`src/rtl/cpu_pkg.sv`:
```
// Shared constants and types for the instruction fetch front-end.
package cpu_pkg;

    // Encoding presented to decode whenever no instruction is available.
    localparam logic [31:0] NOP_INSTR      = 32'h0000_0000;

    // Default first fetch address after reset.
    localparam logic [31:0] RESET_ADDR_DEF = 32'h0000_0000;

    // One buffered fetch result: the word address it came from and its contents.
    typedef struct packed {
        logic [31:0] pc;
        logic [31:0] instr;
    } fetch_entry_t;

endpackage

```
`src/rtl/fetch_fifo.sv`:
```
// Small synchronous FIFO holding fetched {pc, instr} entries.
// The head is read combinationally from the registered array.
// A flush empties the FIFO and overrides any push or pop in the same cycle.
module fetch_fifo #(
    parameter int DEPTH = 4,
    parameter int WIDTH = 64,
    parameter int CNT_W = $clog2(DEPTH) + 1
) (
    input  logic             clk,
    input  logic             rst_n,
    input  logic             flush_i,
    input  logic             push_i,
    input  logic [WIDTH-1:0] push_data_i,
    input  logic             pop_i,
    output logic [WIDTH-1:0] head_o,
    output logic             valid_o,
    output logic [CNT_W-1:0] count_o
);

    localparam int PTR_W = $clog2(DEPTH);

    logic [WIDTH-1:0] mem_q [DEPTH];
    logic [PTR_W-1:0] rd_ptr_q;
    logic [PTR_W-1:0] wr_ptr_q;
    logic [CNT_W-1:0] count_q;

    // Pointer and occupancy bookkeeping; pointers wrap naturally since DEPTH is a power of two.
    always_ff @(posedge clk or negedge rst_n) begin
        if (!rst_n) begin
            rd_ptr_q <= '0;
            wr_ptr_q <= '0;
            count_q  <= '0;
        end else if (flush_i) begin
            rd_ptr_q <= '0;
            wr_ptr_q <= '0;
            count_q  <= '0;
        end else begin
            if (push_i) begin
                wr_ptr_q <= wr_ptr_q + 1'b1;
            end
            if (pop_i) begin
                rd_ptr_q <= rd_ptr_q + 1'b1;
            end
            case ({push_i, pop_i})
                2'b10:   count_q <= count_q + 1'b1;
                2'b01:   count_q <= count_q - 1'b1;
                default: count_q <= count_q;
            endcase
        end
    end

    // Entry storage needs no reset; occupancy decides what is meaningful.
    always_ff @(posedge clk) begin
        if (push_i && !flush_i) begin
            mem_q[wr_ptr_q] <= push_data_i;
        end
    end

    assign head_o  = mem_q[rd_ptr_q];
    assign valid_o = (count_q != '0);
    assign count_o = count_q;

    // The fetch credit scheme must never push into a full FIFO.
    assert property (@(posedge clk) disable iff (!rst_n)
                     !(push_i && !flush_i && !pop_i && (count_q == CNT_W'(DEPTH))));

endmodule

```
`src/rtl/instr_fetch_queue.sv`:
```
// Instruction fetch front-end: issues sequential word fetches to a synchronous
// memory, buffers returned words with their PCs, and hands them to decode over
// a valid/ready handshake. A redirect flushes everything and restarts fetch.
module instr_fetch_queue
    import cpu_pkg::*;
#(
    parameter int                DEPTH      = 4,
    parameter int                ADDR_W     = 32,
    parameter int                DATA_W     = 32,
    parameter logic [ADDR_W-1:0] RESET_ADDR = ADDR_W'(RESET_ADDR_DEF)
) (
    input  logic              clk,
    input  logic              RST,
    output logic [ADDR_W-1:0] IADDR,
    output logic              IEN,
    input  logic [DATA_W-1:0] INSTR_IN,
    input  logic              REDIRECT,
    input  logic [ADDR_W-1:0] REDIRECT_ADDR,
    output logic              INSTR_VALID,
    input  logic              INSTR_READY,
    output logic [DATA_W-1:0] INSTR_OUT,
    output logic [ADDR_W-1:0] INSTR_PC
);

    localparam int CNT_W = $clog2(DEPTH) + 1;

    logic [ADDR_W-1:0]        fetch_pc_q;
    logic [ADDR_W-1:0]        fetch_pc_d;
    logic                     run_q;
    logic                     inflight_q;
    logic [ADDR_W-1:0]        inflight_pc_q;

    logic [ADDR_W+DATA_W-1:0] head;
    logic                     fifo_valid;
    logic [CNT_W-1:0]         fifo_count;
    logic                     pop;
    logic                     push;
    logic                     issue;
    logic [CNT_W:0]           occupancy;

    // A redirect freezes the head and kills the response arriving this cycle.
    assign pop  = fifo_valid & INSTR_READY & ~REDIRECT;
    assign push = inflight_q & ~REDIRECT;

    // Slots already promised: buffered entries plus the outstanding fetch, less what leaves now.
    assign occupancy = {1'b0, fifo_count}
                     + {{CNT_W{1'b0}}, inflight_q}
                     - {{CNT_W{1'b0}}, pop};
    assign issue = run_q & ~REDIRECT & (occupancy < (CNT_W + 1)'(DEPTH));

    // Next fetch address: redirect target wins, otherwise advance on each issued fetch.
    always_comb begin
        fetch_pc_d = fetch_pc_q;
        if (REDIRECT) begin
            fetch_pc_d = REDIRECT_ADDR;
        end else if (issue) begin
            fetch_pc_d = fetch_pc_q + 1'b1;
        end
    end

    // Fetch PC, run enable and the single outstanding-fetch tracker.
    always_ff @(posedge clk or negedge RST) begin
        if (!RST) begin
            fetch_pc_q    <= RESET_ADDR;
            run_q         <= 1'b0;
            inflight_q    <= 1'b0;
            inflight_pc_q <= '0;
        end else begin
            fetch_pc_q    <= fetch_pc_d;
            run_q         <= 1'b1;
            inflight_q    <= issue;
            inflight_pc_q <= fetch_pc_q;
        end
    end

    fetch_fifo #(
        .DEPTH (DEPTH),
        .WIDTH (ADDR_W + DATA_W),
        .CNT_W (CNT_W)
    ) u_fifo (
        .clk         (clk),
        .rst_n       (RST),
        .flush_i     (REDIRECT),
        .push_i      (push),
        .push_data_i ({inflight_pc_q, INSTR_IN}),
        .pop_i       (pop),
        .head_o      (head),
        .valid_o     (fifo_valid),
        .count_o     (fifo_count)
    );

    assign IEN         = issue;
    assign IADDR       = fetch_pc_q;
    assign INSTR_VALID = fifo_valid;
    assign INSTR_OUT   = fifo_valid ? head[DATA_W-1:0] : DATA_W'(NOP_INSTR);
    assign INSTR_PC    = fifo_valid ? head[ADDR_W+DATA_W-1:DATA_W] : '0;

endmodule
```
`config.mk`:
```
export PLATFORM = sky130hd
export DESIGN_NAME = instr_fetch_queue
export DESIGN_NICKNAME = d
export VERILOG_FILES = /design/src/rtl/cpu_pkg.sv /design/src/rtl/fetch_fifo.sv /design/src/rtl/instr_fetch_queue.sv
export SDC_FILE = /design/constraint.sdc
export NUM_CORES = 1
export LEC_CHECK = 0
export CAP_MARGIN = 10
export CORE_MARGIN = 2
export CORE_UTILIZATION = 50
export CTS_CLUSTER_SIZE = 14
export DETAILED_ROUTE_END_ITERATION = 16
export PLACE_DENSITY = 0.84
export SYNTH_ARGS = -nofsm -noshare
export SYNTH_HDL_FRONTEND = slang
export SYNTH_SLANG_ARGS = --single-unit
```
`constraint.sdc`:
```
create_clock -name clk -period 5.75 [get_ports clk]
set_clock_uncertainty 0.1 [all_clocks]
set_input_delay 0.8625 -clock clk [delete_from_list [all_inputs] [get_ports clk]]
set_output_delay 0.8625 -clock clk [all_outputs]
set_load 0.01 [all_outputs]
```
### After elaboration in Yosys (flattened, before gate mapping)

Memory sizes are Yosys's and may differ from the RTL's.
Index checks and enable logic that the tools add are counted.

* register bits: 73
* memory bits (writable): 256
* input port bits: 68
* memories: 1

Memory list
* u_fifo.mem_q: depth 4, width 64, read ports 1, clocked after memory_dff 0, write ports 1, line fetch_fifo.sv:22 `logic [WIDTH-1:0] mem_q [DEPTH];`

* add/subtract/negate cells: 7
* magnitude comparators: 1
* equal/unequal tests: 2
* multiplexer cells: 12
* bitwise operators: 6
* reduce and logical (&&, ||, !) cells: 7

Operators with widths (number)
* 32-bit two-way mux: 4
* 32-bit by 1-bit adder with 32-bit output, second input constant: 1
* 2-bit two-way mux: 4
* 3-bit one-hot mux with 2 select lines: 1
* 2-bit nonzero test: 3
* 3-bit nonzero test: 2
* 1-bit bitwise AND: 5
* 2-bit by 1-bit adder with 2-bit output, second input constant: 2
* 3-bit by 1-bit adder with 4-bit output: 1
* 4-bit by 3-bit less-than comparator with 1-bit output, second input constant: 1
* 4-bit by 1-bit subtractor with 4-bit output: 1
* 3-bit by 1-bit adder with 3-bit output, second input constant: 1
* 3-bit two-way mux: 1
* 3-bit by 1-bit subtractor with 3-bit output, second input constant: 1
* 2-bit by 1-bit equality test with 1-bit output, second input constant: 1
* 2-bit equality test, second input constant: 1
* 1-bit two-way mux: 2
* 1-bit logical AND: 1
* 1-bit zero test: 1
* 1-bit inverter: 1

### Longest topological paths before layout

Gate-level depths: netlist (run 1).

* depth after elaboration: 8
* mapped depth: 13

### By module

A second synthesis (run 1) with hierarchy kept.

* cell total of the unflattened synthesis: 708
* area, all modules: 13062.5 um^2

By module, submodules not included
* fetch_fifo: times used 1, cells an instance 376, area each 9663.0 um^2, sequential area each 7862.5 um^2
* instr_fetch_queue: times used 1, cells an instance 332, area each 3399.5 um^2, sequential area each 1651.6 um^2

### Least setup slack after synthesis (run 1)

No wires, ideal clock.

* path kind: in2out
* start: in REDIRECT
* end: out IEN
* arrival time: 2.897 ns
* required time: 4.788 ns
* slack: 1.891 ns
* stages: 11
* buffers on the path: 3
* cell sequence: clkbuf_1 -> buf_1 -> nor2_1 -> ha_1 -> inv_1 -> ha_1 -> and3b_1 -> o2111a_1 -> buf_2 -> nor2_1 -> nor2_1

* cells in the longest elaborated chain, start to end: 5

RTL lines
* from (decl): line instr_fetch_queue.sv:17 `input logic REDIRECT,`
* 1-bit inverter (*): line instr_fetch_queue.sv:42, instr_fetch_queue.sv:49
* 1-bit bitwise AND: line instr_fetch_queue.sv:42 `assign pop = fifo_valid & INSTR_READY & ~REDIRECT;`
* 4-bit by 1-bit subtractor with 4-bit output: line instr_fetch_queue.sv:48 `- {{CNT_W{1'b0}}, pop};`
* 4-bit by 3-bit less-than comparator with 1-bit output: line instr_fetch_queue.sv:49 `assign issue = run_q & ~REDIRECT & (occupancy < (CNT_W + 1)'(DEPTH));`
* 1-bit bitwise AND (*): line instr_fetch_queue.sv:49
* to (decl): line instr_fetch_queue.sv:15 `output logic IEN,`

Every way passes the cells marked *; elsewhere a longest branch is shown, timed or not.

### Worst setup path after layout (run 1)

* start: in INSTR_READY
* end: out IEN

* cells in the longest elaborated chain, start to end: 5

RTL lines
* from (decl): line instr_fetch_queue.sv:20 `input logic INSTR_READY,`
* 1-bit bitwise AND (2 in series): line instr_fetch_queue.sv:42
* 4-bit by 1-bit subtractor with 4-bit output: line instr_fetch_queue.sv:48
* 4-bit by 3-bit less-than comparator with 1-bit output: line instr_fetch_queue.sv:49
* 1-bit bitwise AND: line instr_fetch_queue.sv:49

No other way between the ends.

==> out/qor.yml, run 1 <==
fmax_mhz: 208
finalMaxSlewViolations: 0
synth_xor_area_share_pct: 2.21
ys_seq_area_share_pct: 72.9
power_density_mw_per_mm2: 439
cts_tree: "yes"
critical_path_class: "in2out"
synthSimpleGateAreaFrac_pct: 7.16
synth_compound_area_share_pct: 3.09
internal_power_w: 0.00523
hold_start: "IADDR[29]"
wl_per_cell_um: 21.6
syn_to_final_growth_pct: 24.4
vias: 6980
synth_top_area_cell: "edfxtp_1"
syn_nets: 790
power_w: 0.00712
busiest_layer: "met2"
place_area_mm2: 0.0150
timing.final.crit_share_pct: 83.6
comb_power_share_pct: 25.0
layout_common_cells: "edfxtp_1 (256), clkdlybuf4s50_1 (163), dfrtp_1 (71)"
die_y_um: 166
r2r_slack_ps: 2000
syn_area_per_cell_um2: 18.3
grt_pass1_wl_mm: 40.9
fin_cells: 1241
synth_top_area_share_pct: 58.9
holdPathStages: 0
power_leakage_nw: 5.44
die_x_um: 166
cp_slowest_cell: "clkdlybuf4s50_1"
rsz0062_at_grt: "no"
drive_gt1_share_pct: 16.9
synth.area.mux_share_pct: 12.1
htreeDepth: 2
synth_cells: 713
dp_cells: 1179
clock_path_buffers: 3
synthAdderAreaFrac_pct: 0.921
dpl.hpwl_mm: 15.6
initial_utilization_pct: 50.5
synth_top_family_by_area: "multiplexers"
insertion_delay_ps: 510
worst_slew_pin_slew_ps: 1140
grt_use_total_pct: 20.0
antenna_found_initial: 0
cts_setup_buffers: 0
seqPwrFrac_pct: 42.1
antenna_left: 0
start_kind: "input port"
crit_start: "INSTR_READY"
timing.rr.start: "u_fifo.count_o[2]"
worstPathMaxFanout: 17
rows: 59
period_needed_ps: 4800
cts_num_sinks: 329
worst_ep_required_time_ps: 4790
wirelength_mm: 26.8
use_met2_pct: 33.3
slowest_delay_ps: 550
synth_seq_cells: 329
vias_per_cell: 5.62
n_antenna_cell: 0
outcome: "finished clean"
path_cells: "clkdlybuf4s50_1 > o31ai_1 > nor2_1 > ha_1 > inv_1 > ha_1 > and3b_1 > o2111a_1 > buf_4 > nor2_1 > nor2_1 > clkdlybuf4s50_1"
clk_pin_slew_ps: 60
holdPathEnd: "inflight_pc_q[29]"
place_congestion: 0.831
crit_path_end_kind: "output port"
cts_buffers: 35
hold_viol_final: 0
ys.warnings.count: 0
overflow: 0
cap_violations: 0
syn-cell-area_mm2: 0.0130
core_area_mm2: 0.0258
vdd.ir_drop.worst_mv: 0.288
io_buffer_count: 165
p_clk_share_pct: 32.8
multi_input_area_mm2: 0.00335
maxSlewHeadroom_pct: 23.8
grt_max_degree: 74
finalSetupViolations: 0
met1_usage_pct: 27.3
drc: 0
tns_ps: 0
fin_area_mm2: 0.0162
cts_resized: 0
cts_hold_buf: 0
postLayoutCoreUtil_pct: 62.8
p_sw_w: 0.00189
io_pins: 166
reg2reg_to: "IADDR[7]"
dr.pass1.iters: 5
met3_usage_pct: 3.60
rr_worst_depth: 10
yosysUniqueCellTypes: 45
layout_commonest_cell: "edfxtp_1"
area.sequential_mm2: 0.00952
swShare_pct: 26.5
worstPathArrival_ps: 3840
min_path_type: "reg2reg"
n_fill_cell: 1810
ys_top_cells_by_area: "edfxtp_1 (59%), dfrtp_1 (14%), mux4_2 (11%)"
dieArea_mm2: 0.0274
root_buffer: "clkbuf_16"
first_global_vias: 7182
crit_top_cell: "nor2_1"
drt-initial-drc-count: 607
nets: 958
[cell type report]
type,instances,area share [%]
tap,335,2.58
timing repair buffer,171,10.4
sequential,329,58.7
clock buffer,44,6.18
clock inverter,18,1.36
inverter,7,0.162
multi-input combinational,337,20.6
[metrics by stage]
step / setup WS [ps] / hold WS [ps]
CTS: 915 / 381
global placement: 1020 / 363
floorplan: 1890 / 348
detailed placement: 939 / 350
global route: 692 / 401
finish: 946 / 375
[logic make-up (layout without fill, tap and decap cells)]
family                   Yosys count  after routing
flip-flops                       329            329
adder cells (fa/ha/maj)            9              9
other                              1              1
XOR/XNOR                          33             33
AO/OA/AOI/OAI                     55             55
buffers and inverters             47            240
multiplexers                      77             77
AND/OR/NAND/NOR                  162            162
[layer usage]
layer | vias up | routed length, µm | part of all wire (%)
met5 | - | 0 | 0
met2 | 288 | 13300 | 49
met3 | 49 | 1870 | 7.0
li1 | 3113 | - | -
met1 | 3530 | 11000 | 41
met4 | 0 | 645 | 2.4
[critical path: cells and delay by family]
family	cells	cell delay, ps
simple gates	4	810
buf+inv	4	1290
compound gates	2	460
fa+ha+maj	2	410
[state kept, by name (all words and copies together) (netlist names)]
signal,cells
IADDR,32
inflight_pc_q,32
inflight_q,1
run_q,1
u_fifo.count_o,3
u_fifo.mem_q,256
u_fifo.rd_ptr_q,2
u_fifo.wr_ptr_q,2
[synth_stat cells, drive strengths merged]
library cell,number
o211ai,4
nand3,12
nor3,4
xor2,14
or4,4
inv,7
and3b,1
a2111oi,4
nand2,29
o21ai,23
o2111a,1
a211oi,2
mux2i,4
nor2,12
nor3b,2
clkbuf,24
dfrtp,73
and4,4
or3,1
and2,70
mux2,9
and3,6
o2111ai,12
ha,8
fa,1
o31ai,1
conb,1
a22oi,3
nor4,2
buf,16
edfxtp,256
nor2b,6
a21oi,4
nand2b,1
nand4,8
a2111o,1
mux4,64
xnor2,19
[how the worst max path moves through the flow]
stage / end / slack [ps] / cells past startpoint
finish: IEN / 950 / 12
global route: IEN / 690 / 11
CTS: IEN / 910 / 12
detailed placement: IEN / 940 / 12
global placement: IEN / 1020 / 12
floorplan: IEN / 1890 / 11
[power by group through the flow]
stage          logic, W  clock network [W]  registers (W)
2_1_floorplan   0.00106                  0        0.00291
3_3_place_gp    0.00178                  0        0.00305
3_5_place_dp    0.00180                  0        0.00306
4_1_cts         0.00181            0.00238        0.00301
5_1_grt         0.00194            0.00247        0.00304
6_report        0.00178            0.00234        0.00300
Note: power is estimated with default switching activity, not from simulation.
==> run 2: changes to the inputs <==
==> constraint.sdc (replaced) <==
create_clock -name clk -period 4.5 [get_ports clk]
set_clock_uncertainty 0.1 [all_clocks]
set_input_delay 0.675 -clock clk [delete_from_list [all_inputs] [get_ports clk]]
set_output_delay 0.675 -clock clk [all_outputs]
set_load 0.01 [all_outputs]
==> run 2 against run 1 <==
Hold slack got worse by 160 ps. Core utilization decreased by 0.35 points. Setup slack got worse by 660 ps. Count of clock-buffer cells in the layout increased by 4. Combinational power increased by 33%. Global-route usage decreased by 0.32 points. First-iteration DRC count increased by 8.6%. Die area unchanged. Critical endpoint unchanged. Largest power group unchanged. Highest routed layer unchanged.
==> out/qor.yml, run 2 (synthesis results as in run 1) <==
clock_path_buffers: 3
power_density_mw_per_mm2: 549
wl_per_cell_um: 21.4
grt_pass1_wl_mm: 40.7
tns_ps: 0
clk_pin_slew_ps: 60
root_buffer: "clkbuf_16"
grt_max_degree: 74
drive_gt1_share_pct: 16.2
largest_reg_flops: 256
start_kind: "flip-flop"
crit_path_end_kind: "output port"
postLayoutCoreUtil_pct: 62.5
slowest_delay_ps: 700
finalSetupViolations: 0
cts_num_sinks: 329
worst_ep_required_time_ps: 3720
rows: 59
seqPwrFrac_pct: 42.8
nets: 960
dpl.hpwl_mm: 15.8
drt-initial-drc-count: 659
layout_commonest_cell: "edfxtp_1"
vias_per_cell: 5.63
n_fill_cell: 1807
vdd.ir_drop.worst_mv: 0.330
dieArea_mm2: 0.0274
place_congestion: 0.783
worst_slew_pin_slew_ps: 1070
antenna_found_initial: 0
vias: 7009
cts_setup_buffers: 0
p_sw_w: 0.00239
cp_slowest_cell: "o31ai_1"
initial_utilization_pct: 50.5
rsz0062_at_grt: "no"
r2r_slack_ps: 1020
comb_power_share_pct: 26.7
internal_power_w: 0.00647
timing.rr.start: "u_fifo.count_o[2]"
hold_viol_final: 0
n_antenna_cell: 0
htreeDepth: 2
power_leakage_nw: 5.39
first_global_vias: 7229
grt_use_total_pct: 19.7
critical_path_class: "reg2out"
cts_resized: 0
p_clk_share_pct: 30.5
crit_top_cell: "nor2_1"
overflow: 0
die_x_um: 166
insertion_delay_ps: 500
whs_ps: 211
maxSlewHeadroom_pct: 28.5
finalMaxSlewViolations: 0
io_buffer_count: 165
core_area_mm2: 0.0258
min_path_type: "in2async"
cap_violations: 0
swShare_pct: 27.0
dr.pass1.iters: 5
fmax_mhz: 238
outcome: "finished clean"
path_cells: "o31ai_1 > nor2_1 > ha_1 > inv_1 > ha_1 > and3b_1 > nor4_4 > nor2_1 > nor2_1 > clkdlybuf4s50_1"
antenna_left: 0
timing.final.crit_share_pct: 93.6
cts_tree: "yes"
syn_to_final_growth_pct: 23.7
reg2reg_to: "IADDR[22]"
io_pins: 166
layout_common_cells: "edfxtp_1 (256), clkdlybuf4s50_1 (163), dfrtp_1 (71)"
die_y_um: 166
cts_buffers: 34
cts_hold_buf: 0
drc: 0
worstPathMaxFanout: 6
period_needed_ps: 4210
top_register: "u_fifo.mem_q"
wirelength_mm: 26.6
rr_worst_depth: 11
worstPathArrival_ps: 3440
[run 2: final cells by class]
type / count / area (µm²) / area share, %
Clock inverter: 14 / 98.8 / 0.613
Timing Repair Buffer: 174 / 1720 / 10.7
Sequential cell: 329 / 9520 / 59.0
Clock buffer: 48 / 998 / 6.19
Inverter: 7 / 26.3 / 0.163
Multi-Input combinational cell: 337 / 3350 / 20.7
Tap cell: 335 / 419 / 2.60
[run 2: metrics by stage]
stage / instances / cell area (µm²) / total power (W) / setup slack (ps)
floorplan: 713 / 13000 / 0.00507 / 1020
global placement: 1182 / 15000 / 0.00620 / 453
detailed placement: 1182 / 15000 / 0.00626 / 432
CTS: 1244 / 16100 / 0.00897 / 283
global route: 1244 / 16100 / 0.00927 / 45.7
finish: 1244 / 16100 / 0.00886 / 290
[run 2: critical path: cells and delay by family (launching register included)]
family / cells / cell delay (ps)
fa+ha+maj: 2 / 420
compound gates: 1 / 700
flops: 1 / 420
simple gates: 5 / 770
buf+inv: 2 / 630
[run 2: layer usage]
layer | share of wire [%] | track usage, %
met1 | 42 | 27.0
met2 | 50 | 33.3
met3 | 6.5 | 3.37
met4 | 1.7 | 4.66
met5 | 0 | 0
[run 2: power by group through the flow]
stage / combinational [W] / clock, W / sequential, W
floorplan: 0.00135 / 0 / 0.00371
global placement: 0.00236 / 0 / 0.00384
detailed placement: 0.00240 / 0 / 0.00386
CTS: 0.00241 / 0.00276 / 0.00380
global route: 0.00257 / 0.00288 / 0.00383
finish: 0.00236 / 0.00270 / 0.00379
[run 2: worst max path at each step]
stage	start	endpoint	slack (ps)
finish	u_fifo.count_o[2]	IEN	290
global route	u_fifo.count_o[2]	IEN	50
CTS	u_fifo.count_o[2]	IEN	280
detailed placement	INSTR_READY	IEN	430
global placement	INSTR_READY	IEN	450
floorplan	REDIRECT	IEN	1020
==> run 3: changes to the inputs <==
--- a/config.mk
+++ b/config.mk
@@ -11,6 +11,8 @@
 export CTS_CLUSTER_SIZE = 14
 export DETAILED_ROUTE_END_ITERATION = 16
 export PLACE_DENSITY = 0.84
+export SKIP_LAST_GASP = 1
+export SLEW_MARGIN = 20
 export SYNTH_ARGS = -nofsm -noshare
 export SYNTH_HDL_FRONTEND = slang
 export SYNTH_SLANG_ARGS = --single-unit
==> results of run 3 <==
Same layout as run 2: the final DEF is identical, and so are final timing and power.
